===== src/rtl/dx_issue_stage.sv =====
// dx_issue_stage -- N-lane decode / operand-select stage with a registered D/X latch.
//
// Each lane decodes its opcode and resolves RS/RT against the XM and MW results of
// every lane. It then builds the ALU operands, computes the jump or recovery target
// and attaches a branch prediction. All of this is combinational; every output is
// registered on the rising clock edge, so the stage has a latency of one cycle.
//
// Build option:
//   DX_BPRED_EN  When defined, adds a BHT of BHT_DEPTH 2-bit saturating counters,
//                indexed by the low PC bits. When undefined, pred_taken is always 0
//                and the upd_* inputs are ignored.
//
// Ports:
//   clock, reset_n          rising-edge clock; asynchronous active-low reset
//   in_valid[LANES]         lane carries a valid instruction
//   instr_in, pc_in         per-lane instruction (32 b) and PC (XLEN)
//   rega_in, regb_in        per-lane register-file RS / RT values
//   xm_val, mw_val          per-lane XM / MW stage results (bypass sources)
//   fwd_rs, fwd_rt          per-lane 2*LANES hit vectors: [L-1:0] MW lane j, [2L-1:L] XM lane j
//   stall, flush            hold / squash the D/X latch (flush wins)
//   upd_valid/pc/taken      resolved-branch update to the BHT
//   out_valid, outA, outB, regb_out, jr_amt, alu_op, shamt, is_*, pred_taken
//                           registered decode results per lane
module dx_issue_stage #(
  parameter int LANES     = 2,
  parameter int XLEN      = 32,
  parameter int BHT_DEPTH = 64
) (
  input  logic                    clock,
  input  logic                    reset_n,
  input  logic [LANES-1:0]        in_valid,
  input  logic [LANES*32-1:0]     instr_in,
  input  logic [LANES*XLEN-1:0]   pc_in,
  input  logic [LANES*XLEN-1:0]   rega_in,
  input  logic [LANES*XLEN-1:0]   regb_in,
  input  logic [LANES*XLEN-1:0]   xm_val,
  input  logic [LANES*XLEN-1:0]   mw_val,
  input  logic [LANES*2*LANES-1:0] fwd_rs,
  input  logic [LANES*2*LANES-1:0] fwd_rt,
  input  logic                    stall,
  input  logic                    flush,
  input  logic                    upd_valid,
  input  logic [XLEN-1:0]         upd_pc,
  input  logic                    upd_taken,
  output logic [LANES-1:0]        out_valid,
  output logic [LANES*XLEN-1:0]   outA,
  output logic [LANES*XLEN-1:0]   outB,
  output logic [LANES*XLEN-1:0]   regb_out,
  output logic [LANES*XLEN-1:0]   jr_amt,
  output logic [LANES*5-1:0]      alu_op,
  output logic [LANES*5-1:0]      shamt,
  output logic [LANES-1:0]        is_mult,
  output logic [LANES-1:0]        is_div,
  output logic [LANES-1:0]        is_jr,
  output logic [LANES-1:0]        is_bne,
  output logic [LANES-1:0]        is_blt,
  output logic [LANES-1:0]        is_bex,
  output logic [LANES-1:0]        pred_taken
);

  localparam int HW = 2 * LANES;

  function automatic logic signed [XLEN-1:0] sextImm(input logic [16:0] imm);
    logic signed [16:0]     immS;
    logic signed [XLEN-1:0] wide;
    immS = imm;
    wide = immS;
    return wide;
  endfunction

  // Later assignments win, so the scan order MW0..MW(L-1), XM0..XM(L-1) gives the
  // highest set hit bit priority.
  function automatic logic [XLEN-1:0] pickOperand(input logic [HW-1:0] hit,
                                                  input logic [XLEN-1:0] rf);
    logic [XLEN-1:0] v;
    v = rf;
    for (int j = 0; j < LANES; j++)
      if (hit[j]) v = mw_val[XLEN*j +: XLEN];
    for (int j = 0; j < LANES; j++)
      if (hit[LANES+j]) v = xm_val[XLEN*j +: XLEN];
    return v;
  endfunction

`ifdef DX_BPRED_EN
  localparam int IDX_W = $clog2(BHT_DEPTH);

  logic [1:0]       bht [BHT_DEPTH];
  logic [IDX_W-1:0] updIdx;
  logic             unusedUpdPc;

  assign updIdx      = upd_pc[IDX_W-1:0];
  assign unusedUpdPc = ^upd_pc[XLEN-1:IDX_W];

  // Counters keep training through stall and flush; lookups read the pre-edge value.
  always_ff @(posedge clock or negedge reset_n) begin
    if (!reset_n) begin
      for (int k = 0; k < BHT_DEPTH; k++) bht[k] <= 2'b01;
    end else if (upd_valid) begin
      if (upd_taken) begin
        if (bht[updIdx] != 2'b11) bht[updIdx] <= bht[updIdx] + 2'b01;
      end else begin
        if (bht[updIdx] != 2'b00) bht[updIdx] <= bht[updIdx] - 2'b01;
      end
    end
  end
`else
  logic unusedUpd;
  assign unusedUpd = (^{upd_valid, upd_taken, upd_pc}) ^ (BHT_DEPTH == 0);
`endif

  for (genvar i = 0; i < LANES; i++) begin : gLane
    logic [31:0]            instr;
    logic [XLEN-1:0]        pc;
    logic [4:0]             opcode;
    logic                   isAlu, isJal, isJr, isBne, isBlt, isBex, isIType, isBranch;
    logic                   predP0;
    logic signed [XLEN-1:0] immS;
    logic [XLEN-1:0]        rsVal, rtVal;
    logic [XLEN-1:0]        opA_p0, opB_p0, regB_p0, jr_p0;
    logic [4:0]             aluOp_p0;
    logic                   unusedFields;

    logic                   vld_p1;
    logic [XLEN-1:0]        opA_p1, opB_p1, regB_p1, jr_p1;
    logic [4:0]             aluOp_p1, shamt_p1;
    logic                   mult_p1, div_p1, jr_p1f, bne_p1, blt_p1, bex_p1, pred_p1;

    assign instr        = instr_in[32*i +: 32];
    assign pc           = pc_in[XLEN*i +: XLEN];
    assign opcode       = instr[31:27];
    assign unusedFields = ^instr[26:17];

    assign isAlu    = (opcode == 5'b00000);
    assign isJal    = (opcode == 5'b00011);
    assign isJr     = (opcode == 5'b00100);
    assign isBne    = (opcode == 5'b00010);
    assign isBlt    = (opcode == 5'b00110);
    assign isBex    = (opcode == 5'b10110);
    assign isIType  = (opcode == 5'b00101) | (opcode == 5'b00111) | (opcode == 5'b01000);
    assign isBranch = isBne | isBlt;

    assign immS  = sextImm(instr[16:0]);
    assign rsVal = pickOperand(fwd_rs[HW*i +: HW], rega_in[XLEN*i +: XLEN]);
    assign rtVal = pickOperand(fwd_rt[HW*i +: HW], regb_in[XLEN*i +: XLEN]);

`ifdef DX_BPRED_EN
    logic [1:0] ctr;
    assign ctr    = bht[pc[IDX_W-1:0]];
    assign predP0 = isBranch & in_valid[i] & ctr[1];
`else
    assign predP0 = 1'b0;
`endif

    always_comb begin
      // Branches compare rt against rs, so the operands are swapped before execute.
      if (isBranch) begin
        opA_p0  = rtVal;
        regB_p0 = rsVal;
      end else begin
        opA_p0  = rsVal;
        regB_p0 = rtVal;
      end
      opB_p0 = regB_p0;
      if (isJal) begin
        opA_p0 = XLEN'(1);
        opB_p0 = pc;
      end else if (isIType) begin
        opB_p0 = $unsigned(immS);
      end else if (isBex) begin
        opB_p0 = '0;
      end
      // A predicted-taken branch carries its fall-through PC for misprediction recovery.
      if (isJr)
        jr_p0 = regB_p0;
      else if (isBranch & predP0)
        jr_p0 = pc + XLEN'(1);
      else
        jr_p0 = pc + $unsigned(immS);
      aluOp_p0 = (isIType | isJal | isBranch) ? 5'd0 : instr[6:2];
    end

    // ---- D/X latch ----
    always_ff @(posedge clock or negedge reset_n) begin
      if (!reset_n) begin
        vld_p1   <= 1'b0;
        opA_p1   <= '0;
        opB_p1   <= '0;
        regB_p1  <= '0;
        jr_p1    <= '0;
        aluOp_p1 <= '0;
        shamt_p1 <= '0;
        mult_p1  <= 1'b0;
        div_p1   <= 1'b0;
        jr_p1f   <= 1'b0;
        bne_p1   <= 1'b0;
        blt_p1   <= 1'b0;
        bex_p1   <= 1'b0;
        pred_p1  <= 1'b0;
      end else if (flush) begin
        vld_p1 <= 1'b0;
      end else if (!stall) begin
        vld_p1   <= in_valid[i];
        opA_p1   <= opA_p0;
        opB_p1   <= opB_p0;
        regB_p1  <= regB_p0;
        jr_p1    <= jr_p0;
        aluOp_p1 <= aluOp_p0;
        shamt_p1 <= instr[11:7];
        mult_p1  <= in_valid[i] & isAlu & (instr[6:2] == 5'b00110);
        div_p1   <= in_valid[i] & isAlu & (instr[6:2] == 5'b00111);
        jr_p1f   <= in_valid[i] & isJr;
        bne_p1   <= in_valid[i] & isBne;
        blt_p1   <= in_valid[i] & isBlt;
        bex_p1   <= in_valid[i] & isBex;
        pred_p1  <= predP0;
      end
    end

    assign out_valid[i]              = vld_p1;
    assign outA[XLEN*i +: XLEN]      = opA_p1;
    assign outB[XLEN*i +: XLEN]      = opB_p1;
    assign regb_out[XLEN*i +: XLEN]  = regB_p1;
    assign jr_amt[XLEN*i +: XLEN]    = jr_p1;
    assign alu_op[5*i +: 5]          = aluOp_p1;
    assign shamt[5*i +: 5]           = shamt_p1;
    assign is_mult[i]                = mult_p1;
    assign is_div[i]                 = div_p1;
    assign is_jr[i]                  = jr_p1f;
    assign is_bne[i]                 = bne_p1;
    assign is_blt[i]                 = blt_p1;
    assign is_bex[i]                 = bex_p1;
    assign pred_taken[i]             = pred_p1;
  end

endmodule


===== config.mk =====
export PLATFORM = sky130hd
export DESIGN_NAME = dx_issue_stage
export DESIGN_NICKNAME = d
export VERILOG_FILES = /design/src/rtl/dx_issue_stage.sv
export SDC_FILE = /design/constraint.sdc
export NUM_CORES = 1
export LEC_CHECK = 0
export BUFFER_PORTS_ARGS = -buffer_cell sky130_fd_sc_hd__buf_2
export CORE_AREA = 2 2 285 287
export CTS_BUF_LIST = sky130_fd_sc_hd__clkbuf_16
export CTS_CLUSTER_DIAMETER = 200
export DETAILED_ROUTE_END_ITERATION = 12
export DIE_AREA = 0 0 287 289
export PLACE_DENSITY = 0.49
export SETUP_SLACK_MARGIN = 0.02
export SLEW_MARGIN = 20
export SYNTH_ARGS = -nofsm -noshare
export SYNTH_HDL_FRONTEND = slang
export SYNTH_SLANG_ARGS = --single-unit

===== constraint.sdc =====
create_clock -name clock -period 0.8 [get_ports clock]
set_input_delay 0.08 -clock clock [delete_from_list [all_inputs] [get_ports clock]]
set_output_delay 0.08 -clock clock [all_outputs]
set_load 0.1 [all_outputs]

==> results.toml, run 1 <==
[outcome]
status = "finished with violations"
violations = "hold timing, setup timing"

[global_routing]
top_usage_layer = "met2"
grt_pass1_vias = 28500
grt_max_degree = 51
track_usage_pct = 31.3
grtUsageMet2_pct = 53.5
grt_pass1_wl_mm = 192
grt.met1_usage_pct = 39.1
antenna_found_initial = 21
grt_remaining_overflow = 0
use_met3_pct = 6.56

[logic_synthesis]
synth-async-reset-ratio_pct = 100
ys_ff_latch = 290
ys.flop_type = "dfrtp_1"
synth.top_cells.by_count = "nand2_1, o21ai_0, dfrtp_1"
ys_top_cells_by_area = "dfrtp_1, mux2i_1, o21ai_0"
synth_cell_types = 87
syn_inst = 2851
yosysMostFrequentCell = "nand2_1"
synth_area_um2 = 22300
synth_edf_count = 0
synth.largest_area_cell = "dfrtp_1"
syn_avg_cell_area_um2 = 7.82
ys_seq_area_share_pct = 32.6
synth_top_area_share_pct = 32.6
ys_warn_count = 0

[clock_network]
path_clk_slew_ns = 0.06
cts_tree = "yes"
cts_root_buf = "clkbuf_16"
clk-insertion-delay-late_ns = 0.56
htree_levels = 2
cts_buffer_depth = 3
cts_buffers = 39
cts.sinks = 290

[floorplan]
dieArea_um2 = 82900
start_util_pct = 27.9
ios = 732
coreArea_um2 = 79900
fp-row-count = 104
dieWidth_um = 287
fp.dieH_um = 289

[pwr]
p_sw_share_pct = 46.6
p_per_area_nw_per_um2 = 1990
internal_power_mw = 48.7
pwr-share-comb_pct = 58.3
clkPwrFrac_pct = 19.2
p_seq_share_pct = 22.6
power_switching_mw = 42.6
ir_worst_vdd_uv = 1950
power_leakage_nw = 20.2

[drt]
drt_first_pass_iters = 6
wirelength_mm = 137
post_drt_via_cell_ratio = 5.32
route.vias.total = 28900
routedWlPerCell_um = 25.3
ant_nets = 0
drt_iter0_markers = 2152
drc_errors = 0

[worst_setup_path]
path_class = "input pin to flop"
crit_required_ns = 1.27
cp-end-kind = "flop"
r2r_end = "gLane[0].jr_p1[24]"
r2r.worst_path.cells = 4
worstPathArrival_ns = 2.20
start_kind = "input pin"
r2r_slack_ns = -0.18
critPathMaxFanout = 3
r2r-start = "gLane[0].jr_p1[24]"

[worst_hold_path]
worstHoldEndpoint = "gLane[0].opB_p1[28]"
hold_class = "input pin to flop"
min_from = "pc_in[28]"
holdPathStages = 4

[sta]
period_minus_slack_ns = 1.73
worst_pin_slew_ns = 0.754
hold_violations = 15
rsz0062_at_grt = "true"
fin_worst_skew_ns = 0
setup_viol = 558
layout_setup_ws_ns = -0.934
slew_violations = 0
hold_ws_ns = -0.0626
slew_headroom_pct = 49.7
fmax_mhz = 577
fin_crit_sh_pct = 217

[flow_run]
drv_cap = 0

[layout]
area_delta_synth_final_pct = 105
layout-drive-gt1-share_pct = 60.1
final_nets = 4824
final_area_um2 = 45800
final_cells = 5425

[place]
port_buffers = 675
hpwl_mm = 107
gp_congestion = 0.970
post_dp_cell_area_um2 = 37700
pre_cts_ws_ns = -1.62
dp.cells = 5075
[through the flow]
| step | hold WS (ns) | power [mW] | util (%) | TNS (ns) |
|---|---|---|---|---|
| floorplan | -0.216 | 45.8 | - | -161.45 |
| global placement | -0.0481 | 68.2 | 47.2 | -306.62 |
| detailed placement | -0.0440 | 68.3 | 47.2 | -309.90 |
| CTS | -0.185 | 89.3 | 54.2 | -246.49 |
| global route | -0.0635 | 94.3 | 57.3 | -268.71 |
| finish | -0.0626 | 91.3 | 57.3 | -248.47 |
[worst max path at each step]
| stage | start | to | slack, ns | cells after the start |
|---|---|---|---|---|
| final | instr_in[32] | gLane[1].jr_p1[24] | -0.93 | 11 |
| after global routing | instr_in[32] | gLane[1].jr_p1[10] | -1.0 | 13 |
| after CTS | pc_in[32] | gLane[1].jr_p1[24] | -0.93 | 11 |
| after detailed placement | pc_in[32] | gLane[1].jr_p1[30] | -1.62 | 12 |
| after global placement | pc_in[32] | gLane[1].jr_p1[30] | -1.61 | 12 |
| after floorplan | instr_in[32] | gLane[1].jr_p1[24] | -1.31 | 10 |
[sequential cells by signal, indices dropped and copies added (netlist names)]
register,flops
gLane.regB_p1,64
gLane.mult_p1,2
gLane.blt_p1,2
gLane.shamt_p1,10
gLane.aluOp_p1,10
gLane.vld_p1,2
gLane.div_p1,2
gLane.opB_p1,64
gLane.jr_p1,64
gLane.jr_p1f,2
gLane.opA_p1,64
gLane.bne_p1,2
gLane.bex_p1,2
[cell type report]
| class | count | area [um^2] |
|---|---|---|
| Tap cell | 1060 | 1330 |
| Timing Repair Buffer | 1661 | 17500 |
| Clock buffer | 39 | 976 |
| Sequential cell | 290 | 7600 |
| Multi-Input combinational cell | 2308 | 18000 |
| Fill cell | 6943 | 34100 |
| Antenna cell | 15 | 37.5 |
| Clock inverter | 32 | 251 |
| Inverter | 20 | 80.1 |
[worst max-delay path, stage by stage]
cell      delay [ns]
buf_8           0.10
ha_4            0.15
fa_2            0.33
a21o_1          0.20
a31o_4          0.27
nand3_4         0.08
a211oi_4        0.07
or3_1           0.30
a211o_1         0.27
xnor2_1         0.14
a221oi_2        0.21
[power by group through the flow]
stage          logic, mW  registers (mW)  clock network [mW]
4_1_cts             50.9            20.6                17.8
2_1_floorplan       9.60            36.2                   0
5_1_grt             55.0            20.8                18.4
3_5_place_dp        47.5            20.8                   0
3_3_place_gp        47.3            20.8                   0
6_report            53.2            20.6                17.5
[layout by cell type, fill, tap and decap left out, types with 29 or more instances in the layout]
master,netlist,routed
buf_4,23,615
o21ai_2,1,140
buf_12,0,377
nor2_1,238,184
a21o_1,33,32
o21a_1,33,32
mux2_4,2,37
mux2i_1,236,155
a221oi_1,33,29
mux2i_4,0,34
a22o_1,31,31
buf_2,47,352
nor2_2,1,32
buf_6,6,193
nand2_2,0,35
nand2_1,504,465
o21ai_0,410,69
o21ai_1,6,194
dlygate4sd3_1,0,95
a21oi_1,220,97
dfrtp_2,0,275
clkbuf_16,0,40
ha_4,0,38
a21oi_2,4,106
nor3_1,88,59
mux2i_2,0,47
[per-layer routing]
| layer | routed length, um | up-vias |
|---|---|---|
| met5 | 49 | - |
| met4 | 6530 | 8 |
| met3 | 10900 | 308 |
| met2 | 65500 | 1244 |
| met1 | 54100 | 14100 |
| li1 | - | 13200 |
[repair_timing]
item                                    4_1_cts  5_1_grt
endpoints found under the setup margin      561      571
cloned                                        8        2
hold buffers                                 94        4
buffers inserted                            114       92
hold endpoints to repair                    392       18
pin swaps                                   256      292
resized for setup                           580      485
[cells by family after synthesis]
| kind of cell | synth area share [%] |
|---|---|
| AND/OR/NAND/NOR | 18.7 |
| AO/OA/AOI/OAI | 25.4 |
| flip-flops | 32.6 |
| multiplexers | 12.7 |
| buffers and inverters | 5.22 |
| adder cells (fa/ha/maj) | 3.66 |
| XOR/XNOR | 1.77 |
| other | 0.0168 |
Power figures use the tool's default switching activity.
==> inputs of run 2 (changes only) <==
--- a/config.mk
+++ b/config.mk
@@ -11,7 +11,7 @@
 export CTS_CLUSTER_DIAMETER = 200
 export DETAILED_ROUTE_END_ITERATION = 12
 export DIE_AREA = 0 0 287 289
-export PLACE_DENSITY = 0.49
+export PLACE_DENSITY_LB_ADDON = 0.2
 export SETUP_SLACK_MARGIN = 0.02
 export SLEW_MARGIN = 20
 export SYNTH_ARGS = -nofsm -noshare
==> results.toml, run 2 (same netlist as run 1, synthesis figures left out) <==
[outcome]
status = "finished with violations"
violations = "hold timing, setup timing"

[worst_setup_path]
crit_required_ns = 1.28
r2r_slack_ns = -0.19
cp-end-kind = "flop"
worstPathArrival_ns = 2.21
critPathMaxFanout = 3
r2r.worst_path.cells = 4
path_class = "input pin to flop"
r2r_end = "gLane[0].jr_p1[24]"
start_kind = "input pin"
cp-startpoint = "pc_in[32]"
r2r-start = "gLane[0].jr_p1[24]"

[sta]
fin_crit_sh_pct = 216
layout_setup_ws_ns = -0.925
hold_ws_ns = -0.0618
slew_headroom_pct = 53.5
slew_violations = 0
worst_pin_slew_ns = 0.696
period_minus_slack_ns = 1.72
hold_violations = 15
timing.setup.tns_ns = -243.71
fmax_mhz = 580
rsz0062_at_grt = "true"
setup_viol = 555
fin_worst_skew_ns = 0

[drt]
post_drt_via_cell_ratio = 5.34
drt_first_pass_iters = 5
wirelength_mm = 137
routedWlPerCell_um = 25.1
ant_nets = 0
drc_errors = 0
route.vias.total = 29100
drt_iter0_markers = 2092

[place]
dp.cells = 5088
port_buffers = 675
hpwl_mm = 108
gp_congestion = 0.958
pre_cts_ws_ns = -1.67
post_dp_cell_area_um2 = 37800

[worst_hold_path]
worstHoldEndpoint = "gLane[0].bne_p1"
min_from = "instr_in[27]"
hold_class = "input pin to flop"
holdPathStages = 5

[clock_network]
cts_buffer_depth = 3
htree_levels = 2
path_clk_slew_ns = 0.06
cts_root_buf = "clkbuf_16"
cts_buffers = 40
cts.sinks = 290
cts_tree = "yes"
clk-insertion-delay-late_ns = 0.56

[floorplan]
fp.dieH_um = 289
start_util_pct = 27.9
dieArea_um2 = 82900
fp-row-count = 104
dieWidth_um = 287
ios = 732
coreArea_um2 = 79900

[global_routing]
antenna_found_initial = 16
grt_pass1_wl_mm = 193
track_usage_pct = 31.5
grt_max_degree = 65
grt_pass1_vias = 28800
grt_remaining_overflow = 0

[layout]
area_delta_synth_final_pct = 107
final_nets = 4859
nFillCells = 6949
post-route-util_pct = 57.9
final_cells = 5456
final_area_um2 = 46200
final_common_cell = "buf_4"
layout-drive-gt1-share_pct = 60.6
final_cell_mix = "buf_4, nand2_1, buf_12"

[flow_run]
drv_cap = 0

[pwr]
p_per_area_nw_per_um2 = 1990
p_total_mw = 91.8
ir_worst_vdd_uv = 1520
power_leakage_nw = 20.5
-- run 2: cell types whose count changed in the layout (fill, tap and decap cells not counted), sizes merged --
| cell | change |
|---|---|
| clkinvlp | -1 |
| inv | +2 |
| a21oi | +1 |
| clkbuf | +9 |
| buf | +27 |
| nor2 | -1 |
| diode | -6 |
-- run 2: routing by layer --
metal,up-vias,global-route usage (%),share of wire (%)
li1,13300,-,-
met1,14200,39.0,39
met2,1237,54.9,48
met3,297,6.28,7.9
met4,4,10.1,4.3
met5,-,0,0.019
-- run 2: timing repair --
item,in CTS,in global routing
pin swaps,288,323
setup endpoints to repair,556,569
resized for setup,596,534
endpoints found under the hold margin,396,12
setup buffers,120,110
cloned,10,5
hold buffers,97,1
-- run 2: cell type report --
class | count | area, um^2 | area share (%)
antenna | 9 | 22.5 | 0.0487
clock inverter | 33 | 249 | 0.538
sequential | 290 | 7600 | 16.4
multi-input combinational | 2308 | 18000 | 39.0
inverter | 20 | 82.6 | 0.179
tap | 1060 | 1330 | 2.87
timing repair buffer | 1695 | 17900 | 38.7
clock buffer | 41 | 1030 | 2.22
-- run 2: power breakdown --
| part | switching (mW) | internal, mW |
|---|---|---|
| combinational | 32.1 | 21.1 |
| clock | 7.40 | 10.5 |
| sequential | 3.16 | 17.5 |
-- run 2: worst max-delay path by stage --
stage,to,cells past startpoint,slack [ns]
6_report,gLane[1].jr_p1[24],11,-0.92
4_1_cts,gLane[1].jr_p1[24],11,-0.92
2_1_floorplan,gLane[1].jr_p1[24],10,-1.31
3_5_place_dp,gLane[1].jr_p1[30],11,-1.67
5_1_grt,gLane[1].jr_p1[24],11,-0.99
3_3_place_gp,gLane[1].jr_p1[30],11,-1.61
-- run 2: worst max-delay path, stage by stage --
cell and delay, ns:
buf_8 0.10, ha_4 0.16, fa_2 0.36, a21o_1 0.19, a31o_4 0.25, nand3_4 0.08, a211oi_4 0.07, or3_1 0.31
a211o_1 0.27, xnor2_1 0.13, a221oi_2 0.20
==> inputs of run 3 (changes only) <==
--- a/config.mk
+++ b/config.mk
@@ -6,11 +6,13 @@
 export NUM_CORES = 1
 export LEC_CHECK = 0
 export BUFFER_PORTS_ARGS = -buffer_cell sky130_fd_sc_hd__buf_2
-export CORE_AREA = 2 2 285 287
+export CELL_PAD_IN_SITES_DETAIL_PLACEMENT = 2
+export CELL_PAD_IN_SITES_GLOBAL_PLACEMENT = 2
+export CORE_AREA = 2 2 281 283
 export CTS_BUF_LIST = sky130_fd_sc_hd__clkbuf_16
 export CTS_CLUSTER_DIAMETER = 200
 export DETAILED_ROUTE_END_ITERATION = 12
-export DIE_AREA = 0 0 287 289
+export DIE_AREA = 0 0 283 285
 export PLACE_DENSITY_LB_ADDON = 0.2
 export SETUP_SLACK_MARGIN = 0.02
 export SLEW_MARGIN = 20
==> constraint.sdc (replaced) <==
create_clock -name clock -period 1.9 [get_ports clock]
set_input_delay 0.19 -clock clock [delete_from_list [all_inputs] [get_ports clock]]
set_output_delay 0.19 -clock clock [all_outputs]
set_load 0.1 [all_outputs]
==> results.toml, run 3 (same netlist as run 1, synthesis figures left out) <==
[sta]
fmax_mhz = 499
fin_worst_skew_ns = 0
hold_ws_ns = -0.0171
layout_setup_ws_ns = -0.102
fin_crit_sh_pct = 105
rsz0062_at_grt = "true"
worst_pin_slew_ns = 0.916
slew_violations = 0
period_minus_slack_ns = 2.00
slew_headroom_pct = 38.8
hold_violations = 1
setup_viol = 6

[layout]
regArea_um2 = 7260
area_delta_synth_final_pct = 53.6
multi_input_area_um2 = 14700
final_common_cell = "buf_2"
nFillCells = 8951
final_nets = 4554
layout-drive-gt1-share_pct = 39.4
final_cell_mix = "buf_2, buf_4, nand2_1"
final_area_um2 = 34200

[drt]
drc_errors = 0
route.vias.total = 28500
ant_nets = 0
wirelength_mm = 151
drt_iter0_markers = 2021
post_drt_via_cell_ratio = 5.53
drt_first_pass_iters = 5
routedWlPerCell_um = 29.4

[flow_run]
drv_cap = 0

[clock_network]
path_clk_slew_ns = 0.06
cts_buffer_depth = 3
cts_root_buf = "clkbuf_16"
cts_buffers = 39
clk-insertion-delay-late_ns = 0.56
cts_tree = "yes"
htree_levels = 2
cts.sinks = 290

[pwr]
ir_worst_vdd_uv = 754
power_leakage_nw = 16.7
p_per_area_nw_per_um2 = 967

[global_routing]
antenna_found_initial = 33
grt_pass1_vias = 30900
grt_max_degree = 89
grt_remaining_overflow = 0
track_usage_pct = 35.7
grt_pass1_wl_mm = 216

[worst_setup_path]
r2r_slack_ns = 0.99
cp-end-kind = "flop"
critPathMaxFanout = 3
crit_required_ns = 2.38
path_class = "input pin to flop"
start_kind = "input pin"
worstPathArrival_ns = 2.48

[place]
port_buffers = 675
post_dp_cell_area_um2 = 31600
hpwl_mm = 122
gp_congestion = 1.09

[floorplan]
dieWidth_um = 283
ios = 732
dieArea_um2 = 80700
fp-row-count = 103
fp.dieH_um = 285
start_util_pct = 28.6
coreArea_um2 = 78000

[outcome]
violations = "hold timing, setup timing"
status = "finished with violations"

[worst_hold_path]
hold_class = "input pin to flop"
## run 3: metal layers
layer	vias up	wire length, um	global-route usage, %
met4	14	7740	16.0
li1	12600	-	-
met1	14600	64300	45.7
met2	950	71400	59.6
met5	-	80	0
met3	308	7540	5.30
## run 3: final timing paths
kind                                     start  cells past startpoint             endpoint
hold reg to reg            gLane[0].regB_p1[3]                      2  gLane[0].regB_p1[3]
setup / recovery                  instr_in[39]                     11   gLane[1].jr_p1[24]
min in group asynchronous              reset_n                      2   gLane[0].opB_p1[6]
hold / removal                    instr_in[32]                      3   gLane[1].opB_p1[0]
setup reg to reg            gLane[0].jr_p1[24]                      3   gLane[0].jr_p1[24]
max in group asynchronous              reset_n                      3   gLane[1].opA_p1[5]
## run 3: timing repair
action / in CTS / in global routing
gates resized for setup: 45 / 132
hold buffers: 30 / 3
endpoints found under the hold margin: 319 / 2
pin swaps: 20 / 55
buffers inserted: 3 / 19
cloned: 0 / 0
endpoints found under the setup margin: 49 / 66
## run 3: power by group
part,switching (mW),internal [mW],leakage (nW),total [mW]
sequential,0.814,7.17,3.54,7.98
clock,3.19,4.71,0.653,7.90
combinational,13.0,4.26,12.5,17.2
total,17.0,16.1,16.7,33.1
## run 3: critical path, stage by stage
cell      delay (ns)
buf_2           0.11
ha_1            0.34
a21oi_1         0.20
o21ai_1         0.13
a31oi_2         0.27
buf_4           0.19
a211oi_4        0.07
or3_1           0.32
a211o_1         0.28
xnor2_1         0.14
a221oi_2        0.23
## run 3: final cells by class
cell class / instances / share of cell area (%)
multi-input combinational: 2306 / 43.0
timing repair buffer: 1393 / 27.7
sequential: 290 / 21.2
tap: 1050 / 3.84
clock buffer: 41 / 3.00
clock inverter: 28 / 0.848
inverter: 20 / 0.219
antenna: 19 / 0.139
## run 3: through the flow
stage / utilization [%] / total power, mW / TNS [ns] / setup WS, ns / instances
after detailed placement: 40.5 / 24.6 / -94.33 / -0.806 / 5004
after global routing: 43.9 / 34.2 / -0.993 / -0.194 / 5142
after CTS: 42.9 / 32.8 / -0.0136 / -0.0136 / 5106
final: 43.9 / 33.1 / -0.209 / -0.102 / 5147
after global placement: 40.5 / 24.3 / -81.98 / -0.767 / 5004
after floorplan: - / 18.6 / -1.46 / -0.321 / 2852
